<file path="config.mk">
export PLATFORM = sky130hd
export DESIGN_NAME = ldpc_qc_encoder
export DESIGN_NICKNAME = d
export VERILOG_FILES = /design/src/rtl/ldpc_pkg.sv /design/src/rtl/ldpc_circ_rot.sv /design/src/rtl/ldpc_qc_encoder.sv
export SDC_FILE = /design/constraint.sdc
export NUM_CORES = 1
export LEC_CHECK = 0
export ABC_AREA = 0
export BUFFER_PORTS_ARGS = -buffer_cell sky130_fd_sc_hd__buf_2
export CAP_MARGIN = 5
export CORE_MARGIN = 3
export CORE_UTILIZATION = 55
export DETAILED_ROUTE_END_ITERATION = 16
export PLACE_DENSITY = 0.76
export SLEW_MARGIN = 30
export SYNTH_ARGS = -nofsm -noshare
export SYNTH_HDL_FRONTEND = slang
export SYNTH_SLANG_ARGS = --single-unit
</file>
<file path="constraint.sdc">
create_clock -name clk_i -period 2.95 [get_ports clk_i]
set_input_delay 0.885 -clock clk_i [delete_from_list [all_inputs] [get_ports clk_i]]
set_output_delay 0.885 -clock clk_i [all_outputs]
set_load 0.05 [all_outputs]
</file>
<file path="src/rtl/ldpc_pkg.sv">
// Shared types and shift table for the QC-LDPC encoder.
// Soft output is enabled with LDPC_ENC_SOFT_OUT_EN.
package ldpc_pkg;
  localparam int Z = 8;
  localparam int Q = 8;
  localparam int LLR_MAX = 63;
  localparam int ZW = (Z > 1) ? $clog2(Z) : 1;

  typedef logic [Z-1:0] ldpc_sym_t;
  typedef logic signed [Q-1:0] ldpc_llr_t;
  typedef logic [ZW-1:0] rot_amt_t;

  typedef enum logic {
    S_INFO,
    S_PARITY
  } enc_state_e;

  function automatic rot_amt_t shift_amt(
    input int i,
    input int j
  );
    return rot_amt_t'((i * (j + 1)) % Z);
  endfunction
endpackage

</file>
<file path="src/rtl/ldpc_circ_rot.sv">
// Combinational circulant rotate-left of one symbol.
// Part of ldpc_qc_encoder (LDPC_ENC_SOFT_OUT_EN).
module ldpc_circ_rot
  import ldpc_pkg::*;
(
  input  ldpc_sym_t sym,
  input  rot_amt_t  amt,
  output ldpc_sym_t rot
);
  always_comb begin
    rot = '0;
    for (int b = 0; b < Z; b++)
      rot[b] = sym[rot_amt_t'((b + Z - int'(amt)) % Z)];
  end
endmodule

</file>
<file path="src/rtl/ldpc_qc_encoder.sv">
// Streaming systematic QC-LDPC encoder, dual-diagonal parity.
// Define LDPC_ENC_SOFT_OUT_EN to add the BPSK LLR output cw_llr_o.
module ldpc_qc_encoder
  import ldpc_pkg::*;
#(
  parameter int K_BLK = 4,
  parameter int M_BLK = 4
) (
  input  logic         clk_i,
  input  logic         rst_ni,
  input  logic         info_valid_i,
  output logic         info_ready_o,
  input  logic [Z-1:0] info_data_i,
  output logic         cw_valid_o,
  input  logic         cw_ready_i,
  output logic [Z-1:0] cw_data_o,
  output logic         cw_last_o,
  output logic         cw_parity_o,
  output logic         busy_o
`ifdef LDPC_ENC_SOFT_OUT_EN
  ,
  output logic [Z*Q-1:0] cw_llr_o
`endif
);
  localparam int KW = $clog2(K_BLK + 1);
  localparam int MW = (M_BLK > 1) ? $clog2(M_BLK) : 1;

  enc_state_e    state;
  logic [KW-1:0] info_cnt;
  logic [MW-1:0] par_cnt;
  ldpc_sym_t     s     [M_BLK];
  ldpc_sym_t     s_rot [M_BLK];
  ldpc_sym_t     p_run;
  ldpc_sym_t     par_sym;
  logic          free;
  logic          load_info;
  logic          load_par;
  logic          info_last;
  logic          par_last;

  assign free = !cw_valid_o || cw_ready_i;
  assign info_ready_o = (state == S_INFO) && free;
  assign load_info = info_ready_o && info_valid_i;
  assign load_par = (state == S_PARITY) && free;
  assign info_last = info_cnt == KW'(K_BLK - 1);
  assign par_last = par_cnt == MW'(M_BLK - 1);
  assign par_sym = p_run ^ s[par_cnt];
  assign busy_o = (info_cnt != '0) || (state == S_PARITY);

  for (genvar j = 0; j < M_BLK; j++) begin : g_row
    ldpc_circ_rot u_rot (
      .sym (info_data_i),
      .amt (shift_amt(int'(info_cnt), j)),
      .rot (s_rot[j])
    );
  end

  always_ff @(posedge clk_i) begin
    if (!rst_ni) begin
      state       <= S_INFO;
      info_cnt    <= '0;
      par_cnt     <= '0;
      p_run       <= '0;
      for (int j = 0; j < M_BLK; j++)
        s[j] <= '0;
      cw_valid_o  <= 1'b0;
      cw_data_o   <= '0;
      cw_last_o   <= 1'b0;
      cw_parity_o <= 1'b0;
    end else if (load_info) begin
      cw_data_o   <= info_data_i;
      cw_valid_o  <= 1'b1;
      cw_parity_o <= 1'b0;
      cw_last_o   <= 1'b0;
      info_cnt    <= info_cnt + 1'b1;
      for (int j = 0; j < M_BLK; j++)
        s[j] <= s[j] ^ s_rot[j];
      if (info_last) begin
        state   <= S_PARITY;
        par_cnt <= '0;
        p_run   <= '0;
      end
    end else if (load_par) begin
      cw_data_o   <= par_sym;
      p_run       <= par_sym;
      cw_parity_o <= 1'b1;
      cw_valid_o  <= 1'b1;
      cw_last_o   <= par_last;
      par_cnt     <= par_cnt + 1'b1;
      if (par_last) begin
        for (int j = 0; j < M_BLK; j++)
          s[j] <= '0;
        info_cnt <= '0;
        par_cnt  <= '0;
        state    <= S_INFO;
      end
    end else if (cw_ready_i) begin
      cw_valid_o <= 1'b0;
    end
  end

`ifdef LDPC_ENC_SOFT_OUT_EN
  ldpc_sym_t       d_nxt;
  logic [Z*Q-1:0]  llr_nxt;

  assign d_nxt = load_info ? info_data_i : par_sym;

  // BPSK map at the decoder's saturation bound
  always_comb begin
    llr_nxt = '0;
    for (int b = 0; b < Z; b++)
      llr_nxt[b*Q +: Q] = d_nxt[b] ? ldpc_llr_t'(-LLR_MAX)
                                   : ldpc_llr_t'(LLR_MAX);
  end

  always_ff @(posedge clk_i) begin
    if (!rst_ni)
      cw_llr_o <= '0;
    else if (load_info || load_par)
      cw_llr_o <= llr_nxt;
  end
`endif
endmodule
</file>
# After elaboration in Yosys (flattened, before gate mapping)

Memory sizes are Yosys's and may differ from the RTL's. A register that Yosys moved wholly into a read port is not among the register bits.
Cells that the tools add are included.
Widths: inputs -> output; s select.

Multiplexer cells: 101
$add $sub $neg: 34
Eq/ne operators: 3
$lt $le $gt $ge: 32
Reductions and logical operators: 14
Multiply operators: 1
Bitwise logic cells: 15

Operators with widths:

| cell                | count |
|---|---|
| $lt 3x4->1 const B  | 32 |
| $bmux 1 s3          | 32 |
| $mux 8              | 12 |
| $mux 1              | 48 |
| $sub 3x3->3 const A | 16 |
| $xor 8x8->8         | 5 |
| $sub 1x3->3 const A | 8 |
| $sub 2x3->3 const A | 8 |
| $mux 2              | 6 |
| $mux 3              | 3 |
| $or 1x1->1          | 8 |
| $reduce_bool 3->1   | 2 |
| $reduce_and 2->1    | 2 |
| $reduce_bool 2->1   | 2 |
| $add 3x1->3 const B | 1 |
| $eq 3x2->1 const B  | 1 |
| $logic_and 1x1->1   | 3 |
| $mul 3x2->3 const B | 1 |
| $reduce_and 3->1    | 1 |
| $add 2x1->2 const B | 1 |
| $eq 2x2->1 const B  | 1 |
| $logic_or 1x1->1    | 2 |
| $ne 2x1->1 const B  | 1 |
| $not 1->1           | 2 |
| other kinds (2)     | 2 |

Output and inout bits: 13
Bits of input ports: 12
Word-level logic and storage cells: 209
Memory bits (writable): 32
Bits in registers: 25
Memories kept: 1

Memory list:

| memory | depth | bits a word | rd ports | clocked after Yosys merged registers in | write ports | line                  | text |
|---|---|---|---|---|---|---|---|
| s      | 4     | 8           | 5        | 1                                       | 4           | ldpc_qc_encoder.sv:31 | `ldpc_sym_t s [M_BLK];` |

# Depth between registers and ports, before layout

Gate-level depths: netlist of run 1.

Depth in word-level cells: 9
Gate-level depth with buffers: 12
Gate-level depth less buffers: 6

# Modules after synthesis

From an unflattened synthesis of run 1, not the netlist that was laid out.

Cells, all modules: 456
Area total of the unflattened synthesis: 4683.2 um2

By module, submodules not included:

| module          | sequential area each (um2) | area each (um2) | cells each | times used |
|---|---|---|---|---|
| ldpc_qc_encoder | 1341.3                     | 2921.6          | 288        | 1 |
| ldpc_circ_rot   | 0.0                        | 440.4           | 42         | 4 |

# Worst setup path before layout of run 1

No wires, ideal clock.

Path kind: register -> register
From: register info_cnt[0]
To: memory s[2][6] (netlist bit) (data pin)
Arrival time: 2.553 ns
Data required time: 2.678 ns
Period minus slack after synthesis: 2.825 ns
Buffers on the path: 5
Library setup time: 0.272 ns
Cell stages (with the launch flop): 11
Slack: 0.125 ns
Cells stage by stage: dfxtp_1 buf_6 buf_6 buf_6 buf_4 inv_1 ha_1 buf_2 mux4_2 nor2b_1 mux4_2

RTL lines:

| what                     | line                  | text |
|---|---|---|
| start: declaration       | ldpc_qc_encoder.sv:29 | `logic [KW-1:0] info_cnt;` |
| start signal: assignment | ldpc_qc_encoder.sv:75 | `info_cnt <= info_cnt + 1'b1;` |
| end: declaration         | ldpc_qc_encoder.sv:31 |  |

# Final worst setup path of run 1

From: register info_cnt[0]
To: output port busy_o

Cells in the longest elaborated chain, start to end: 2

Ends and longest elaborated chain:

| what              | line                  | text |
|---|---|---|
| $reduce_bool 3->1 | ldpc_qc_encoder.sv:48 | `assign busy_o = (info_cnt != '0) \|\| (state == S_PARITY);` |
| $logic_or 1x1->1  | ldpc_qc_encoder.sv:48 |  |
| end: declaration  | ldpc_qc_encoder.sv:19 | `output logic busy_o` |

No other way between the ends.

==> impl_metrics.env, run 1 <==
export IMPL_worst_path_largest_cell_delay_ns=0.50
export IMPL_placeableCoreArea_um2=6420
export IMPL_synth_largest_area_cell="dfxtp_1"
export IMPL_dp_final_hpwl_um=6400
export IMPL_postSynth_topFlopCell="dfxtp_1"
export IMPL_final_setup_tns_ns=0
export IMPL_multi_input_comb_area_um2=2170
export IMPL_finClkSkew_ns=0.00641
export IMPL_place_congestion=0.863
export IMPL_grt_setup_unrepaired="no"
export IMPL_finalSetupViolations=0
export IMPL_drt_pass1_iterations=4
export IMPL_drt_iter0_markers=281
export IMPL_global_route_wire_length_before_repair_um=14400
export IMPL_numPortBuffers=24
export IMPL_drive_gt1_share_pct=25.1
export IMPL_slew_viol_final=0
export IMPL_switching_pwr_mw=0.681
export IMPL_worst_path_most_repeated_cell="ha_1"
export IMPL_yosysWarnings=0
export IMPL_synthesis_nets=364
export IMPL_layout_min_cycle_time_ns=2.62
export IMPL_clk_insertion_delay_late_ns=0.35
export IMPL_grt_ovfl_total=0
export IMPL_num_nets_final=380
export IMPL_power_leakage_nw=1.58
export IMPL_met1_track_usage_gr_pct=33.7
export IMPL_cts_repair_resized=0
export IMPL_crit_chain="inv_1 -> ha_1 -> ha_1 -> nand2_1 -> buf_2"
export IMPL_grtUsageMet3_pct=7.06
export IMPL_maxCapViolations=0
export IMPL_average_wire_length_per_cell_after_detail_routing_um=20.0
export IMPL_floorplan_initialDensity_pct=57.7
export IMPL_critical_path_required_ns=2.07
export IMPL_htreeDepth=3
export IMPL_slew_headroom_pct=55.8
export IMPL_ys_async_sr_fraction_pct=0
export IMPL_clock_sink_count=59
export IMPL_dp_cells=428
export IMPL_detail_route_drc_violations=0
export IMPL_clk_pin_slew_worst_paths_ns=0.07
export IMPL_netlist_top_cells_count="dfxtp_1, nor2_1, mux4_2"
export IMPL_io_pins=25
export IMPL_drt_total_wl_um=8840
export IMPL_max_freq_mhz=382
export IMPL_post_synth_top_count_cell="dfxtp_1"
export IMPL_die_area_um2=7760
export IMPL_number_of_enable_type_register_cells_in_the_synthesized_netlist=16
export IMPL_finish_cell_count_without_fillers=443
export IMPL_seq_power_share_pct=43.8
export IMPL_layout_filler_cells=526
export IMPL_critPathMaxFanout=11
export IMPL_placement_rows=29
export IMPL_crit_slowest_cell="dfxtp_2"
export IMPL_report_final_hold_viol_count=0
export IMPL_syn_avg_cell_area_um2=10.7
export IMPL_seq_area_frac_synth_pct=36.2
export IMPL_p_int_mw=1.51
export IMPL_vias_per_cell=6.45
export IMPL_route_vias_total=2856
export IMPL_power_share_switching_pct=31.1
export IMPL_area_growth_from_synthesis_to_layout_pct=9.18
export IMPL_critical_path_endpoint_type="output pin"
export IMPL_grt_total_usage_pct=25.1
export IMPL_die_x_um=88.1
export IMPL_grt_busiest_layer="met2"
export IMPL_power_density_cell_area_nw_per_um2=542
export IMPL_gr_usage_met2_pct=39.8
export IMPL_footprint_of_the_flip_flops_and_latches_um2=1340
export IMPL_num_antenna_cells=0
export IMPL_numCtsBuffers=9
export IMPL_tritoncts="built"
export IMPL_post_synth_num_cell_types=35
export IMPL_setup_worst_path_start_class="register"
export IMPL_min_path_type="reg2reg"
export IMPL_clk_path_buf_depth=2
export IMPL_postRouteAntennaNets=0
export IMPL_irDropWorstVdd_mv=0.356
export IMPL_grt_max_degree=19
export IMPL_synth_cell_area_um2=3710
export IMPL_status="completed"
export IMPL_worstSetupPathType="reg2out"
export IMPL_arrival_ns=1.74
export IMPL_post_cts_hold_buffer_count=0
export IMPL_synth_top_area_share_pct=23.2
export IMPL_synth_ff_latch_count=59
export IMPL_dieHeight_um=88.1
export IMPL_grt_antenna_before_repair=0
export IMPL_syn_instance_count=346
export IMPL_final_min_period_over_clock_period_pct=88.8
export IMPL_share_of_total_power_in_the_clock_network_pct=30.5
export IMPL_p_comb_share_pct=25.6
export IMPL_first_global_vias=2772
export IMPL_synth_area_leaders="dfxtp_1, mux4_2, edfxtp_1, mux2i_1, xor2_1"
export IMPL_number_of_buffers_inserted_to_repair_setup_after_cts=0
export IMPL_ctsRootBufferMaster="clkbuf_8"
export IMPL_worst_tran_pin_value_ns=0.644
==> critical path, delay by kind of cell, from the launching register on <==
kind	cells	cell delay (ns)
DFF	1	0.50
adders and majority gates	2	0.44
buffers and inverters	2	0.38
and+or+nand+nor	1	0.07
==> cell type report <==
type | count | area share, %
multi-input cells | 245 | 53.5
flip-flops and latches | 59 | 33.2
repair buffers | 40 | 5.94
clock buffers | 10 | 3.68
well taps | 77 | 2.38
clock inverters | 5 | 0.649
inverters | 7 | 0.649
==> cell families after synthesis <==
family,Yosys count,synth area share [%]
muxes,56,26.3
xor gates and xnor gates,32,8.00
and+or+nand+nor,82,10.5
adders and majority gates,6,2.03
buffers and inverters,42,5.37
DFF,59,36.2
AOI/OAI and AO/OA,69,11.6
==> path summary, 6_finish.rpt <==
kind                            slack (ns)                startpoint  cells after the start                endpoint
worst max-delay path                  0.33  info_cnt[0]$_SDFFE_PN0P_                      5                  busy_o
worst min register to register        0.45    cw_last_o$_SDFFE_PP0P_                      2  cw_last_o$_SDFFE_PP0P_
worst max register to register        0.35  info_cnt[0]$_SDFFE_PN0P_                      5   s[2][2]$_SDFFCE_PN0P_
worst min-delay path                  0.45    cw_last_o$_SDFFE_PP0P_                      2  cw_last_o$_SDFFE_PP0P_
==> state kept, by name, indices dropped and copies added (netlist names), named ones only <==
register,count
cw_valid_o,1
state,1
cw_last_o,1
par_cnt,2
s,32
info_cnt,3
p_run,8
cw_data_o,8
cw_parity_o,1
==> power by group through the flow <==
stage | sequential (mW) | combinational, mW | clock [mW]
finish | 0.961 | 0.562 | 0.670
global route | 0.968 | 0.610 | 0.713
CTS | 0.960 | 0.559 | 0.681
detailed placement | 0.977 | 0.555 | 0
global placement | 0.974 | 0.536 | 0
floorplan | 0.984 | 0.425 | 0
==> cells in the final DEF (no fill, tap or decap), types with 12 or more instances in the layout <==
cell,count
mux4_2,30
a21oi_1,21
xnor2_1,14
o21ai_1,12
nand3_1,12
edfxtp_1,16
mux2i_1,20
nor2_1,36
dfxtp_1,42
buf_2,24
buf_4,16
xor2_1,17
==> metrics by stage <==
| step | power [mW] | util, % | area (µm²) | worst slack [ns] | hold slack, ns |
|---|---|---|---|---|---|
| finish | 2.19 | 63.0 | 4050 | 0.329 | 0.451 |
| detailed placement | 1.53 | 60.3 | 3870 | 0.392 | 0.442 |
| CTS | 2.20 | 63.0 | 4050 | 0.327 | 0.452 |
| floorplan | 1.41 | - | 3710 | 0.125 | 0.455 |
| global route | 2.29 | 63.0 | 4050 | 0.251 | 0.477 |
| global placement | 1.51 | 60.3 | 3870 | 0.459 | 0.436 |
==> metal layers <==
metal,part of all wire [%],up-vias
met2,47,111
met5,0,-
met4,1.5,0
li1,-,1325
met1,44,1406
met3,7.1,14
Power figures use the tool's default switching activity.
==> run 2: changes to the inputs <==
--- a/config.mk
+++ b/config.mk
@@ -11,7 +11,7 @@
 export CORE_MARGIN = 3
 export CORE_UTILIZATION = 55
 export DETAILED_ROUTE_END_ITERATION = 16
-export PLACE_DENSITY = 0.76
+export PLACE_DENSITY = 0.74
 export SLEW_MARGIN = 30
 export SYNTH_ARGS = -nofsm -noshare
 export SYNTH_HDL_FRONTEND = slang
==> constraint.sdc (replaced) <==
create_clock -name clk_i -period 2.7 [get_ports clk_i]
set_input_delay 0.81 -clock clk_i [delete_from_list [all_inputs] [get_ports clk_i]]
set_output_delay 0.81 -clock clk_i [all_outputs]
set_load 0.05 [all_outputs]
==> impl_metrics.env, run 2 (synthesized netlist as in run 1, its figures left out) <==
export IMPL_status="completed"
export IMPL_io_pins=25
export IMPL_met2_wirelength_um=4170
export IMPL_vias_per_cell=6.48
export IMPL_num_nets_final=379
export IMPL_finClkSkew_ns=0.00475
export IMPL_clk_insertion_delay_late_ns=0.35
export IMPL_final_setup_tns_ns=0
export IMPL_drt_total_wl_um=8820
export IMPL_max_flop_register="s"
export IMPL_grt_setup_unrepaired="no"
export IMPL_global_route_wire_length_before_repair_um=14400
export IMPL_p_int_mw=1.71
export IMPL_drive_gt1_share_pct=24.4
export IMPL_finalSetupViolations=0
export IMPL_crit_chain="inv_1 -> ha_1 -> ha_1 -> nand2_1 -> buf_2"
export IMPL_worstSetupPathType="reg2out"
export IMPL_clk_pin_slew_worst_paths_ns=0.06
export IMPL_maxCapViolations=0
export IMPL_post_cts_hold_buffer_count=0
export IMPL_worst_r2r_endpoint="s[2][0]$_SDFFCE_PN0P_"
export IMPL_wirelength_met1_um=3710
export IMPL_dp_final_hpwl_um=6510
export IMPL_number_of_buffers_inserted_to_repair_setup_after_cts=0
export IMPL_ctsRootBufferMaster="clkbuf_8"
export IMPL_num_antenna_cells=0
export IMPL_area_growth_from_synthesis_to_layout_pct=9.35
export IMPL_power_density_cell_area_nw_per_um2=603
export IMPL_critical_path_required_ns=1.89
export IMPL_first_global_vias=2688
export IMPL_clk_path_buf_depth=2
export IMPL_worst_path_largest_cell_delay_ns=0.43
export IMPL_r2r_cells=6
export IMPL_worst_tran_pin_value_ns=0.579
export IMPL_slew_headroom_pct=60.3
export IMPL_seq_power_share_pct=42.9
export IMPL_dr_wl_met3_um=750
export IMPL_worst_path_most_repeated_cell="ha_1"
export IMPL_most_frequent_cells_in_the_layout="dfxtp_1, nor2_1, mux4_2"
export IMPL_place_congestion=0.854
export IMPL_slew_viol_final=0
export IMPL_min_path_type="reg2reg"
export IMPL_cts_repair_resized=0
export IMPL_average_wire_length_per_cell_after_detail_routing_um=19.9
export IMPL_critPathMaxFanout=8
export IMPL_layout_cells_most_common="dfxtp_1"
export IMPL_layout_min_cycle_time_ns=2.44
export IMPL_grt_antenna_before_repair=0
export IMPL_postRouteAntennaNets=0
export IMPL_crit_slowest_cell="dfxtp_2"
export IMPL_report_final_hold_viol_count=0
export IMPL_setup_worst_path_start_class="register"
export IMPL_post_dp_cell_area_um2=3860
export IMPL_final_area_um2=4050
export IMPL_switching_pwr_mw=0.739
export IMPL_arrival_ns=1.63
export IMPL_placement_rows=29
export IMPL_numPortBuffers=24
export IMPL_share_of_total_power_in_the_clock_network_pct=32.1
export IMPL_tritoncts="built"
export IMPL_timing_rr_start="info_cnt[0]$_SDFFE_PN0P_"
export IMPL_r2r_slack_ns=0.28
export IMPL_dieHeight_um=88.1
export IMPL_detail_route_drc_violations=0
export IMPL_grt_total_usage_pct=25.0
export IMPL_die_area_um2=7760
export IMPL_grt_max_degree=22
export IMPL_worstHoldPathCells=2
export IMPL_die_x_um=88.1
export IMPL_max_freq_mhz=410
export IMPL_biggestRegsByFlops="s: 32 flops, cw_data_o: 8 flops, p_run: 8 flops"
export IMPL_hold_worst_path_end="cw_last_o$_SDFFE_PP0P_"
export IMPL_irDropWorstVdd_mv=0.346
export IMPL_clock_sink_count=59
export IMPL_htreeDepth=3
export IMPL_final_min_period_over_clock_period_pct=90.2
export IMPL_layout_filler_cells=507
export IMPL_power_leakage_nw=1.58
export IMPL_power_share_switching_pct=30.2
export IMPL_drt_iter0_markers=256
export IMPL_critical_path_endpoint_type="output pin"
export IMPL_largest_register_ffs=32
export IMPL_dr_max_layer_used="met4"
export IMPL_placeableCoreArea_um2=6420
export IMPL_route_vias_total=2863
export IMPL_floorplan_initialDensity_pct=57.7
export IMPL_grt_ovfl_total=0
export IMPL_numCtsBuffers=9
export IMPL_p_comb_share_pct=25.0
export IMPL_drt_pass1_iterations=5
export IMPL_min_delay_start="cw_last_o$_SDFFE_PP0P_"
## run 2: cell count changes in the layout (fill, tap and decap cells not counted), sizes merged
| cell | before | now |
|---|---|---|
| buf | 40 | 39 |
| clkbuf | 10 | 14 |
| clkinv | 4 | 1 |
| inv | 8 | 7 |
## run 2: cell type report
cell class | count | area [µm²] | share of cell area, %
Multi-Input combinational cell | 245 | 2170 | 53.4
Clock inverter | 1 | 5.00 | 0.123
Timing Repair Buffer | 39 | 233 | 5.74
Tap cell | 77 | 96.3 | 2.38
Sequential cell | 59 | 1340 | 33.1
Clock buffer | 14 | 184 | 4.54
Inverter | 7 | 26.3 | 0.648
## run 2: how the worst max path moves through the flow
stage	from	to	slack, ns	cells after the start
detailed placement	info_data_i[3]	s[2][2]$_SDFFCE_PN0P_	0.30	4
CTS	info_cnt[2]$_SDFFE_PN0P_	busy_o	0.27	4
floorplan	info_cnt[0]$_SDFFE_PN0P_	s[2][6]$_SDFFCE_PN0P_	0.02	10
global route	info_cnt[2]$_SDFFE_PN0P_	busy_o	0.21	4
finish	info_cnt[0]$_SDFFE_PN0P_	busy_o	0.26	5
global placement	info_data_i[5]	s[2][0]$_SDFFCE_PN0P_	0.36	4
## run 2: worst max-delay path, delay by kind of cell, from the launching register on
family,cells,cell delay (ns)
flops,1,0.43
fa+ha+maj,2,0.40
buf+inv,2,0.38
simple gates,1,0.08
## run 2: stage by stage
step	util (%)	hold slack, ns	instances	total power [mW]	setup slack [ns]
after global placement	60.2	0.437	427	1.65	0.365
after detailed placement	60.2	0.451	427	1.67	0.299
after CTS	63.1	0.459	442	2.45	0.268
final	63.1	0.456	442	2.45	0.263
after global routing	63.1	0.496	442	2.55	0.208
after floorplan	-	0.455	346	1.55	0.0225
## run 2: per-layer routing
layer  GRT usage [%]  vias to the layer above
met2            38.5                      131
li1                -                     1322
met1            34.6                     1389
met3            5.46                       21
met4            9.89                        0
met5               0                        -
## run 2: power by group through the flow
stage	Clock, mW	Sequential, mW	Combinational, mW
after floorplan	0	1.08	0.471
final	0.785	1.05	0.612
after CTS	0.791	1.05	0.611
after detailed placement	0	1.07	0.607
after global placement	0	1.06	0.590
after global routing	0.830	1.06	0.666
==> run 3: changes to the inputs <==
--- a/config.mk
+++ b/config.mk
@@ -12,7 +12,7 @@
 export CORE_UTILIZATION = 55
 export DETAILED_ROUTE_END_ITERATION = 16
 export PLACE_DENSITY = 0.74
-export SLEW_MARGIN = 30
 export SYNTH_ARGS = -nofsm -noshare
 export SYNTH_HDL_FRONTEND = slang
 export SYNTH_SLANG_ARGS = --single-unit
+export TNS_END_PERCENT = 30
==> constraint.sdc (replaced) <==
create_clock -name clk_i -period 2.7 [get_ports clk_i]
set_input_delay 0.27 -clock clk_i [delete_from_list [all_inputs] [get_ports clk_i]]
set_output_delay 0.27 -clock clk_i [all_outputs]
set_load 0.05 [all_outputs]
==> impl_metrics.env, run 3 (synthesized netlist as in run 1, its figures left out) <==
export IMPL_post_cts_hold_buffer_count=0
export IMPL_seq_power_share_pct=43.2
export IMPL_critical_path_required_ns=2.78
export IMPL_numPortBuffers=24
export IMPL_status="completed"
export IMPL_r2r_slack_ns=0.28
export IMPL_dieHeight_um=88.1
export IMPL_max_flop_register="s"
export IMPL_tritoncts="built"
export IMPL_numCtsBuffers=9
export IMPL_slew_headroom_pct=37.1
export IMPL_share_of_total_power_in_the_clock_network_pct=31.9
export IMPL_drt_pass1_iterations=4
export IMPL_grt_setup_unrepaired="no"
export IMPL_p_int_mw=1.70
export IMPL_switching_pwr_mw=0.723
export IMPL_die_x_um=88.1
export IMPL_maxCapViolations=0
export IMPL_grt_total_usage_pct=24.9
export IMPL_drt_iter0_markers=242
export IMPL_power_density_cell_area_nw_per_um2=604
export IMPL_setup_worst_path_start="info_cnt[0]$_SDFFE_PN0P_"
export IMPL_final_area_um2=4010
export IMPL_dp_final_hpwl_um=6230
export IMPL_place_congestion=0.887
export IMPL_die_area_um2=7760
export IMPL_ctsRootBufferMaster="clkbuf_8"
export IMPL_clk_insertion_delay_late_ns=0.34
export IMPL_irDropWorstVdd_mv=0.305
export IMPL_placeableCoreArea_um2=6420
export IMPL_largest_register_ffs=32
export IMPL_num_antenna_cells=0
export IMPL_drive_gt1_share_pct=23.1
export IMPL_clk_pin_slew_worst_paths_ns=0.06
export IMPL_drt_total_wl_um=8810
export IMPL_area_growth_from_synthesis_to_layout_pct=8.14
export IMPL_power_share_switching_pct=29.8
export IMPL_min_path_type="in2reg"
export IMPL_slew_viol_final=0
export IMPL_post_dp_cell_area_um2=3820
export IMPL_final_min_period_over_clock_period_pct=89.7
export IMPL_max_freq_mhz=413
export IMPL_final_setup_tns_ns=0
export IMPL_grt_antenna_before_repair=0
export IMPL_timing_rr_start="info_cnt[0]$_SDFFE_PN0P_"
export IMPL_number_of_buffers_inserted_to_repair_setup_after_cts=0
export IMPL_global_route_wire_length_before_repair_um=14400
export IMPL_route_vias_total=2861
export IMPL_cts_repair_resized=0
export IMPL_dp_cells=421
export IMPL_num_nets_final=373
export IMPL_final_hold_worst_slack_ns=0.300
export IMPL_layout_cells_most_common="dfxtp_1"
export IMPL_report_final_hold_viol_count=0
export IMPL_average_wire_length_per_cell_after_detail_routing_um=20.2
export IMPL_vias_per_cell=6.56
export IMPL_power_leakage_nw=1.55
export IMPL_finalSetupViolations=0
export IMPL_finish_cell_count_without_fillers=436
export IMPL_clk_path_buf_depth=2
export IMPL_htreeDepth=3
export IMPL_most_frequent_cells_in_the_layout="dfxtp_1, nor2_1, mux4_2"
export IMPL_biggestRegsByFlops="s: 32 flops, cw_data_o: 8 flops, p_run: 8 flops"
export IMPL_grt_ovfl_total=0
export IMPL_setup_worst_path_start_class="register"
export IMPL_layout_filler_cells=545
export IMPL_p_comb_share_pct=24.9
export IMPL_postRouteAntennaNets=0
export IMPL_io_pins=25
export IMPL_grt_max_degree=29
export IMPL_worstSetupPathType="reg2reg"
export IMPL_r2r_cells=6
export IMPL_floorplan_initialDensity_pct=57.7
export IMPL_placement_rows=29
export IMPL_finClkSkew_ns=0.00594
export IMPL_worst_r2r_endpoint="s[2][0]$_SDFFCE_PN0P_"
export IMPL_first_global_vias=2773
export IMPL_clock_sink_count=59
export IMPL_critPathMaxFanout=14
export IMPL_arrival_ns=2.50
export IMPL_critical_path_endpoint_type="register"
export IMPL_worst_tran_pin_value_ns=0.942
export IMPL_layout_min_cycle_time_ns=2.42
export IMPL_cp_endpoint="s[2][0]$_SDFFCE_PN0P_"
export IMPL_detail_route_drc_violations=0
[run 3: cell count changes in the layout (fill, tap and decap cells not counted), sizes merged]
cell / before / now
buf: 39 / 33
[run 3: worst min-delay path by stage]
| stage | startpoint | slack [ns] | endpoint | cells past startpoint |
|---|---|---|---|---|
| finish | info_data_i[4] | 0.30 | cw_data_o[4]$_SDFFE_PN0P_ | 3 |
| floorplan | s[0][0]$_SDFFE_PP0P_ | 0.46 | s[0][0]$_SDFFE_PP0P_ | 2 |
| detailed placement | cw_last_o$_SDFFE_PP0P_ | 0.45 | cw_last_o$_SDFFE_PP0P_ | 2 |
| CTS | info_data_i[4] | 0.29 | cw_data_o[4]$_SDFFE_PN0P_ | 3 |
| global route | info_data_i[0] | 0.30 | cw_data_o[0]$_SDFFE_PN0P_ | 3 |
| global placement | cw_last_o$_SDFFE_PP0P_ | 0.44 | cw_last_o$_SDFFE_PP0P_ | 2 |
[run 3: layout make-up]
type                       instances  area (µm²)  share of cell area, %
inverter                           7        26.3                  0.656
timing repair buffer              33         188                   4.68
multi-input combinational        245        2170                   54.0
clock inverter                     1        5.00                  0.125
sequential                        59        1340                   33.5
clock buffer                      14         184                   4.59
tap                               77        96.3                   2.40
[run 3: routing by layer]
layer | up-vias | GRT usage, % | part of all wire (%)
li1 | 1317 | - | -
met1 | 1396 | 34.0 | 43
met2 | 129 | 39.9 | 47
met3 | 19 | 5.64 | 7.3
met4 | 0 | 7.69 | 2.2
met5 | - | 0 | 0
[run 3: power by group through the flow]
stage                     Clock, mW  Combinational, mW  Sequential (mW)
after detailed placement          0              0.599             1.07
final                         0.773              0.603             1.05
after floorplan                   0              0.471             1.08
after CTS                     0.783              0.602             1.05
after global routing          0.825              0.654             1.06
after global placement            0              0.577             1.06
[run 3: metrics by stage]
step | power, mW | setup WS (ns) | util, %
final | 2.42 | 0.279 | 62.4
after detailed placement | 1.66 | 0.287 | 59.5
after global routing | 2.53 | 0.183 | 62.4
after global placement | 1.64 | 0.379 | 59.5
after CTS | 2.43 | 0.282 | 62.4
after floorplan | 1.55 | 0.0225 | -
[run 3: critical path, stage by stage (launching register included)]
cell and delay, ns:
dfxtp_2 0.50, inv_1 0.11, ha_1 0.33, buf_4 0.24, mux4_2 0.34, nor2b_1 0.16, mux4_2 0.49
